<file path="src/rtl/fetch_unit.sv">
// Instruction fetch stage: requests the word at pc_q, registers the response
// for decode and steers the pc register (increment or redirect).
module fetch_unit #(
    parameter int WIDTH   = 8,
    parameter int INSTR_W = 16
) (
    input  logic               clk,
    input  logic               reset,
    input  logic [WIDTH-1:0]   pc_q,
    output logic [WIDTH-1:0]   pc_d,
    output logic               pc_en,
    input  logic               redirect_valid,
    input  logic [WIDTH-1:0]   redirect_pc,
    output logic               imem_req_valid,
    input  logic               imem_req_ready,
    output logic [WIDTH-1:0]   imem_req_addr,
    input  logic               imem_rsp_valid,
    input  logic [INSTR_W-1:0] imem_rsp_data,
    output logic               instr_valid,
    input  logic               instr_ready,
    output logic [INSTR_W-1:0] instr,
    output logic [WIDTH-1:0]   instr_pc
);

    localparam logic [2:0] S_IDLE  = 3'd0;
    localparam logic [2:0] S_REQ   = 3'd1;
    localparam logic [2:0] S_WAIT  = 3'd2;
    localparam logic [2:0] S_HOLD  = 3'd3;
    localparam logic [2:0] S_DRAIN = 3'd4;

    logic [2:0]       state;
    logic [2:0]       state_nxt;
    logic [WIDTH-1:0] addr_q;
    logic             req_fire;
    logic             rsp_take;

    assign imem_req_addr = pc_q;
    assign req_fire      = imem_req_valid && imem_req_ready;
    assign rsp_take      = (state == S_WAIT) && imem_rsp_valid && !redirect_valid;

    // PC steering and request valid; a redirect wins over everything
    always_comb begin
        pc_en          = 1'b0;
        pc_d           = pc_q + WIDTH'(1);
        imem_req_valid = 1'b0;
        if (redirect_valid) begin
            pc_en = 1'b1;
            pc_d  = redirect_pc;
        end else if (rsp_take) begin
            pc_en = 1'b1;
        end
        if (state == S_REQ && !redirect_valid) begin
            imem_req_valid = 1'b1;
        end
    end

    // Next-state selection for the single-outstanding-request FSM
    always_comb begin
        state_nxt = state;
        unique case (state)
            S_IDLE: state_nxt = S_REQ;
            S_REQ: begin
                if (!redirect_valid && req_fire) state_nxt = S_WAIT;
            end
            S_WAIT: begin
                if (redirect_valid)
                    state_nxt = imem_rsp_valid ? S_REQ : S_DRAIN;
                else if (imem_rsp_valid)
                    state_nxt = S_HOLD;
            end
            S_HOLD: begin
                if (redirect_valid || instr_ready) state_nxt = S_REQ;
            end
            S_DRAIN: begin
                // the in-flight response is dropped even if a redirect arrives with it
                if (imem_rsp_valid) state_nxt = S_REQ;
            end
            default: state_nxt = S_IDLE;
        endcase
    end

    // State register
    always_ff @(posedge clk or posedge reset) begin
        if (reset) state <= S_IDLE;
        else       state <= state_nxt;
    end

    // Request address latch and registered instruction output
    always_ff @(posedge clk or posedge reset) begin
        if (reset) begin
            addr_q      <= '0;
            instr_valid <= 1'b0;
            instr       <= '0;
            instr_pc    <= '0;
        end else begin
            if (state == S_REQ && req_fire) begin
                addr_q <= pc_q;
            end
            if (redirect_valid) begin
                instr_valid <= 1'b0;
            end else if (rsp_take) begin
                instr       <= imem_rsp_data;
                instr_pc    <= addr_q;
                instr_valid <= 1'b1;
            end else if (state == S_HOLD && instr_ready) begin
                instr_valid <= 1'b0;
            end
        end
    end

endmodule

</file>
<file path="config.mk">
export PLATFORM = sky130hd
export DESIGN_NAME = fetch_unit
export DESIGN_NICKNAME = d
export VERILOG_FILES = /design/src/rtl/fetch_unit.sv
export SDC_FILE = /design/constraint.sdc
export NUM_CORES = 1
export LEC_CHECK = 0
export CAP_MARGIN = 25
export CORE_UTILIZATION = 55
export CTS_BUF_LIST = sky130_fd_sc_hd__clkbuf_8
export DETAILED_ROUTE_END_ITERATION = 10
export DONT_BUFFER_PORTS = 1
export PLACE_DENSITY = 0.7
export SYNTH_ARGS = -nofsm -noshare
export SYNTH_HDL_FRONTEND = slang
export SYNTH_SLANG_ARGS = --single-unit
</file>
<file path="constraint.sdc">
create_clock -name clk -period 2.39 [get_ports clk]
set_clock_uncertainty 0.2 [all_clocks]
set_input_delay 0.239 -clock clk [delete_from_list [all_inputs] [get_ports clk]]
set_output_delay 0.239 -clock clk [all_outputs]
set_load 0.02 [all_outputs]
</file>
==> metrics, run 1 <==
mux cell area share after synthesis=22.1%; clock sink count=36; DRT Wirelength=3.32 mm; Hold Path Class=in2reg; max-slew violation count=0; dpl hpwl=2.15 mm; root buf cell=clkbuf_8; Synth Area in Compound Gates=5.20%; Post-Syn Area=1680 um^2; Multi-input gate area=686 um^2; fmax=509 MHz; Yosys cell types=28; maximum buffer depth of the clock tree=2; RSZ-0062 raised after global routing=false; Mapped Avg Cell Area=roughly 13 um^2; drt drc=5; RePlAce Congestion=0.711; io pins=81; failing checks=DRC; post-synthesis adder-cell area fraction=0.743%; hold buffer count at cts=31; Synth Net Count=172; CP required=a little under 2000 ps; R2R setup slack=about 530 ps; DRT antenna net count=0; grt total ovfl=0; Place WS=533 ps; Pleak=0.000930 uW; final hold viol count=0; Final setup violation count=0; Layout Nets=202; Core ar.=2830 um^2; CP max FO=7; quantity of gates resized following cts=0; outcome=finished, violations left; die area=between 3000 and 4000 um^2; WS Path Type=reg2out; hold_ws=46.2 ps; share of layout cells above drive strength 1=~28%; Area Growth Syn to Fin=22.5%; Post-synth ARST share=100%; Synth Warn #=0; sequential standard cell area=~900 um^2; Setup Fix Bufs, Post-CTS=0; H-tree depth=2; ant diodes=0; First-pass DRT Iterations=9; Primary FF master, synth=dfrtp_1; TritonCTS clock tree=built; clock slew at reported path FFs=70 ps; vias in the first global route=1205; setup_tns=0 ps; period utilization=82.1%; worst skew pair latency=280 ps; post-synthesis sequential area ratio=53.5%; Critical Path End Type=output pin; effective utilization at floorplan=59.5%; Cells after Synth=133; most frequent cells in the layout=dfrtp_1, mux2_2, dlygate4sd3_1; post-synthesis simple-gate area fraction=between 10% and 20%; Slew @ Worst Pin=666 ps; # rows=19; kind of start point of the critical path=register; Post-synth EDFFs=0; Fillers=approximately 210; antenna violations before repair=0; setup ws final=approximately 430 ps; Buffers on Ports=0; Worst Path Arrival=1520 ps; GR Util All Layers=22.8%; DRT iter0 DRCs=48; wire per inst=between 15 and 20 um; first-pass GRT wire length=5.48 mm; Die X=57.3 um; vias=roughly 1100; post-layout util=between 70 and 80%; maxcap violations=0; largest net degree at the start of global routing=26; commonest non-fill, non-tap cell in the layout=dfrtp_1; largest family of logic cells by synthesized area=multiplexers; DIE HEIGHT=57.3 um; Post-Synth XOR/XNOR Area=1.56%; PwrDens=813 nW/um^2; Via density=just under 6; CTS buffer count=5; #FFs+latches synth=36; maximum vdd drop=~560 uV; Slew HR=55.1%; Tmin final=1960 ps
-- per-layer routing --
metal / global-route usage (%) / share of wire [%] / up-vias
li1: - / - / 529
met1: 25.1 / 39 / 546
met2: 39.0 / 51 / 57
met3: 10.2 / 8.9 / 5
met4: 8.36 / 1.5 / 0
met5: 0 / 0 / -
-- sequential cells by signal, summed over array words and instances, names as in the netlist --
| register | flops |
|---|---|
| instr | 16 |
| instr_pc | 8 |
| instr_valid | 1 |
| state | 3 |
| addr_q | 8 |
-- synth_stat cells (4+ instances only) --
cell     count  share of area [%]
nand2_1     12                2.7
o21ai_0      5                1.5
mux2_2      32                 21
nand3_1      7                2.1
dfrtp_1     36                 53
buf_4        8                3.6
nor2b_1      4                1.5
-- through the flow --
| step | instance area [um^2] | total power (uW) | instances |
|---|---|---|---|
| after floorplan | 1680 | 1200 | 133 |
| after global placement | 1660 | 1210 | 156 |
| after detailed placement | 1660 | 1230 | 156 |
| after CTS | 2060 | 1700 | 195 |
| after global routing | 2060 | 1770 | 195 |
| final | 2060 | 1680 | 195 |
-- area by class of cell --
type | instances | share of cell area (%)
well taps | 31 | 1.88
clock inverters | 2 | 0.364
repair buffers | 35 | 16.5
clock buffers | 6 | 4.00
inverters | 2 | 0.364
flip-flops and latches | 36 | 43.7
multi-input cells | 83 | 33.2
-- worst max-delay path: stages (launching register included) --
cell	delay (ps)
dfrtp_1	450
nand2b_1	220
o21ai_0	570
-- path summary, 6_finish.rpt --
path	to	from	cells past startpoint
max in group asynchronous	instr[10]$_DFFE_PP0P_	reset	3
min in group asynchronous	instr[0]$_DFFE_PP0P_	reset	2
hold reg to reg	instr_pc[4]$_DFFE_PP0P_	addr_q[4]$_DFFE_PP0P_	1
hold / removal	instr_valid$_DFFE_PP0P_	redirect_valid	2
setup / recovery	pc_en	state[2]$_DFFE_PP0P_	2
setup reg to reg	instr[0]$_DFFE_PP0P_	state[2]$_DFFE_PP0P_	4
-- cells by family after synthesis --
group | Yosys count
xor+xnor | 3
flops | 36
buf+inv | 14
fa+ha+maj | 1
mux | 33
simple gates | 33
compound gates | 13
-- report_power, final --
part | total (uW) | internal, uW | switching (uW)
Clock | 421 | 226 | 195
Sequential | 990 | 758 | 232
Combinational | 266 | 167 | 99.3
Total | 1680 | 1150 | 526
Note: power is estimated with default switching activity, not from simulation.
==> run 2: changes to the inputs <==
PLACE_DENSITY = 0.73   (was 0.7)
clock period = 1.7 ns   (was 2.39 ns; I/O delays follow)
==> metrics, run 2 (synthesized netlist as in run 1, its figures left out) <==
outcome=finished, violations left; failing checks=DRC; met1 WL=between 1.5 and 2 mm; first-pass GRT wire length=about 5.7 mm; Hold Path Class=in2reg; max reg flops=16; Switch Pwr=around 800 uW; drt drc=5; maximum vdd drop=~540 uV; combinational share of power=19.6%; Layout Nets=215; Tmin final=1690 ps; Slew @ Worst Pin=649 ps; Clk network pwr share=between 20% and 30%; Top reg by flops=instr; Final setup violation count=0; H-tree depth=2; share of layout cells above drive strength 1=between 30% and 40%; worst skew pair latency=280 ps; critical path cell sequence=nand2b_4, nor3_4, buf_12, clkbuf_16, mux2_4; largest net degree at the start of global routing=37; largest stage delay on the critical path=400 ps; Area Growth Syn to Fin=37.9%; DRT antenna net count=0; WS Path Type=reg2reg; switch share=31.9%; root buf cell=clkbuf_8; ant diodes=0; io pins=81; GR Util All Layers=23.7%; antenna violations before repair=0; Int Pwr=1700 uW; Critical Path End Type=register; final hold viol count=0; highest routed layer=met4; kind of start point of the critical path=register; die area=3290 um^2; TritonCTS clock tree=built; DRT Wirelength=4.05 mm; RSZ-0062 raised after global routing=true; wire per inst=19.5 um; post-layout util=82.1%; Fillers=142; clock sink count=36; met2 routed WL=2.13 mm; slowest CP cell=dfrtp_2; vias in the first global route=1258; Die X=approximately 57 um; dpl hpwl=2.33 mm; commonest non-fill, non-tap cell in the layout=dfrtp_1; # rows=19; CP required=1660 ps; clock slew at reported path FFs=about 70 ps; setup_tns=0 ps; most frequent cells in the layout=dfrtp_1, dlygate4sd3_1, mux2_2; CP max FO=6; PwrDens=1080 nW/um^2; DIE HEIGHT=around 57 um; CTS buffer count=5; effective utilization at floorplan=between 50% and 60%; Core ar.=2830 um^2; max-slew violation count=0; WL met3=around 300 um; maximum buffer depth of the clock tree=2; grt total ovfl=0; Reg power frac=between 50% and 60%; First-pass DRT Iterations=8; Buffers on Ports=0; maxcap violations=0; Worst Path Arrival=1650 ps; Via density=6.05; DRT iter0 DRCs=43; Pleak=0.00106 uW; fmax=593 MHz; period utilization=99.1%; RePlAce Congestion=0.861; top flop regs=instr (16), addr_q (8), instr_pc (8); Slew HR=56.3%; vias=1258
[run 2: changes by cell type in the layout (fill, tap and decap cells not counted), moves of 2 or more]
| cell | before | now |
|---|---|---|
| buf_12 | 0 | 3 |
| mux2_2 | 32 | 20 |
| dlygate4sd3_1 | 31 | 28 |
| buf_4 | 4 | 12 |
| buf_6 | 0 | 2 |
| clkbuf_16 | 0 | 2 |
| nand2b_4 | 0 | 2 |
| mux2_4 | 0 | 13 |
| nand2b_1 | 2 | 0 |
[run 2: final timing paths]
check,depth (start not counted),to,slack (ps),startpoint
max in group asynchronous,3,state[2]$_DFFE_PP0P_,910,reset
min,2,instr_valid$_DFFE_PP0P_,50,redirect_valid
max reg2reg,5,instr[7]$_DFFE_PP0P_,10,state[2]$_DFFE_PP0P_
min reg2reg,1,instr_pc[7]$_DFFE_PP0P_,310,addr_q[7]$_DFFE_PP0P_
min in group asynchronous,3,instr[2]$_DFFE_PP0P_,200,reset
max,5,instr[7]$_DFFE_PP0P_,10,state[2]$_DFFE_PP0P_
[run 2: area by class of cell]
class / instances / area [um^2] / share of cell area (%)
timing repair buffer: 48 / 515 / 22.2
multi-input combinational: 83 / 764 / 32.9
clock buffer: 6 / 82.6 / 3.56
inverter: 2 / 7.51 / 0.323
clock inverter: 2 / 11.3 / 0.485
tap: 31 / 38.8 / 1.67
sequential: 36 / 902 / 38.8
[run 2: through the flow]
step | setup WS, ps | cells | power, uW | hold WS (ps) | instance area, um^2
after detailed placement | 52.0 | 165 | 1770 | -75.4 | 1780
after global routing | -13.4 | 208 | 2610 | 64.2 | 2320
after global placement | 78.0 | 165 | 1740 | -77.4 | 1780
after floorplan | -44.5 | 133 | 1690 | 37.1 | 1700
after CTS | 2.87 | 202 | 2430 | 34.8 | 2160
final | 15.0 | 208 | 2500 | 46.7 | 2320
[run 2: power by group through the flow]
stage | Sequential (uW) | Combinational (uW) | Clock [uW]
after global placement | 1400 | 341 | 0
after CTS | 1390 | 416 | 625
after global routing | 1420 | 527 | 660
final | 1400 | 490 | 610
after detailed placement | 1410 | 360 | 0
after floorplan | 1370 | 317 | 0
[run 2: routing by layer]
| metal | vias to the layer above | GRT usage [%] |
|---|---|---|
| met5 | - | 0 |
| met1 | 625 | 26.9 |
| met4 | 0 | 14.3 |
| met2 | 71 | 39.8 |
| met3 | 10 | 6.58 |
| li1 | 552 | - |
[run 2: timing repair]
action                                  in CTS  in global routing
hold buffers                                29                  0
endpoints found under the setup margin       0                 32
gates resized for setup                      0                 18
hold endpoints to repair                    64                  0
setup buffers                                0                  3
[run 2: critical path, delay by kind of cell (launching register included)]
| family | cells | cell delay, ps |
|---|---|---|
| DFF | 1 | 400 |
| and+or+nand+nor | 2 | 360 |
| buffers and inverters | 2 | 300 |
| muxes | 1 | 300 |
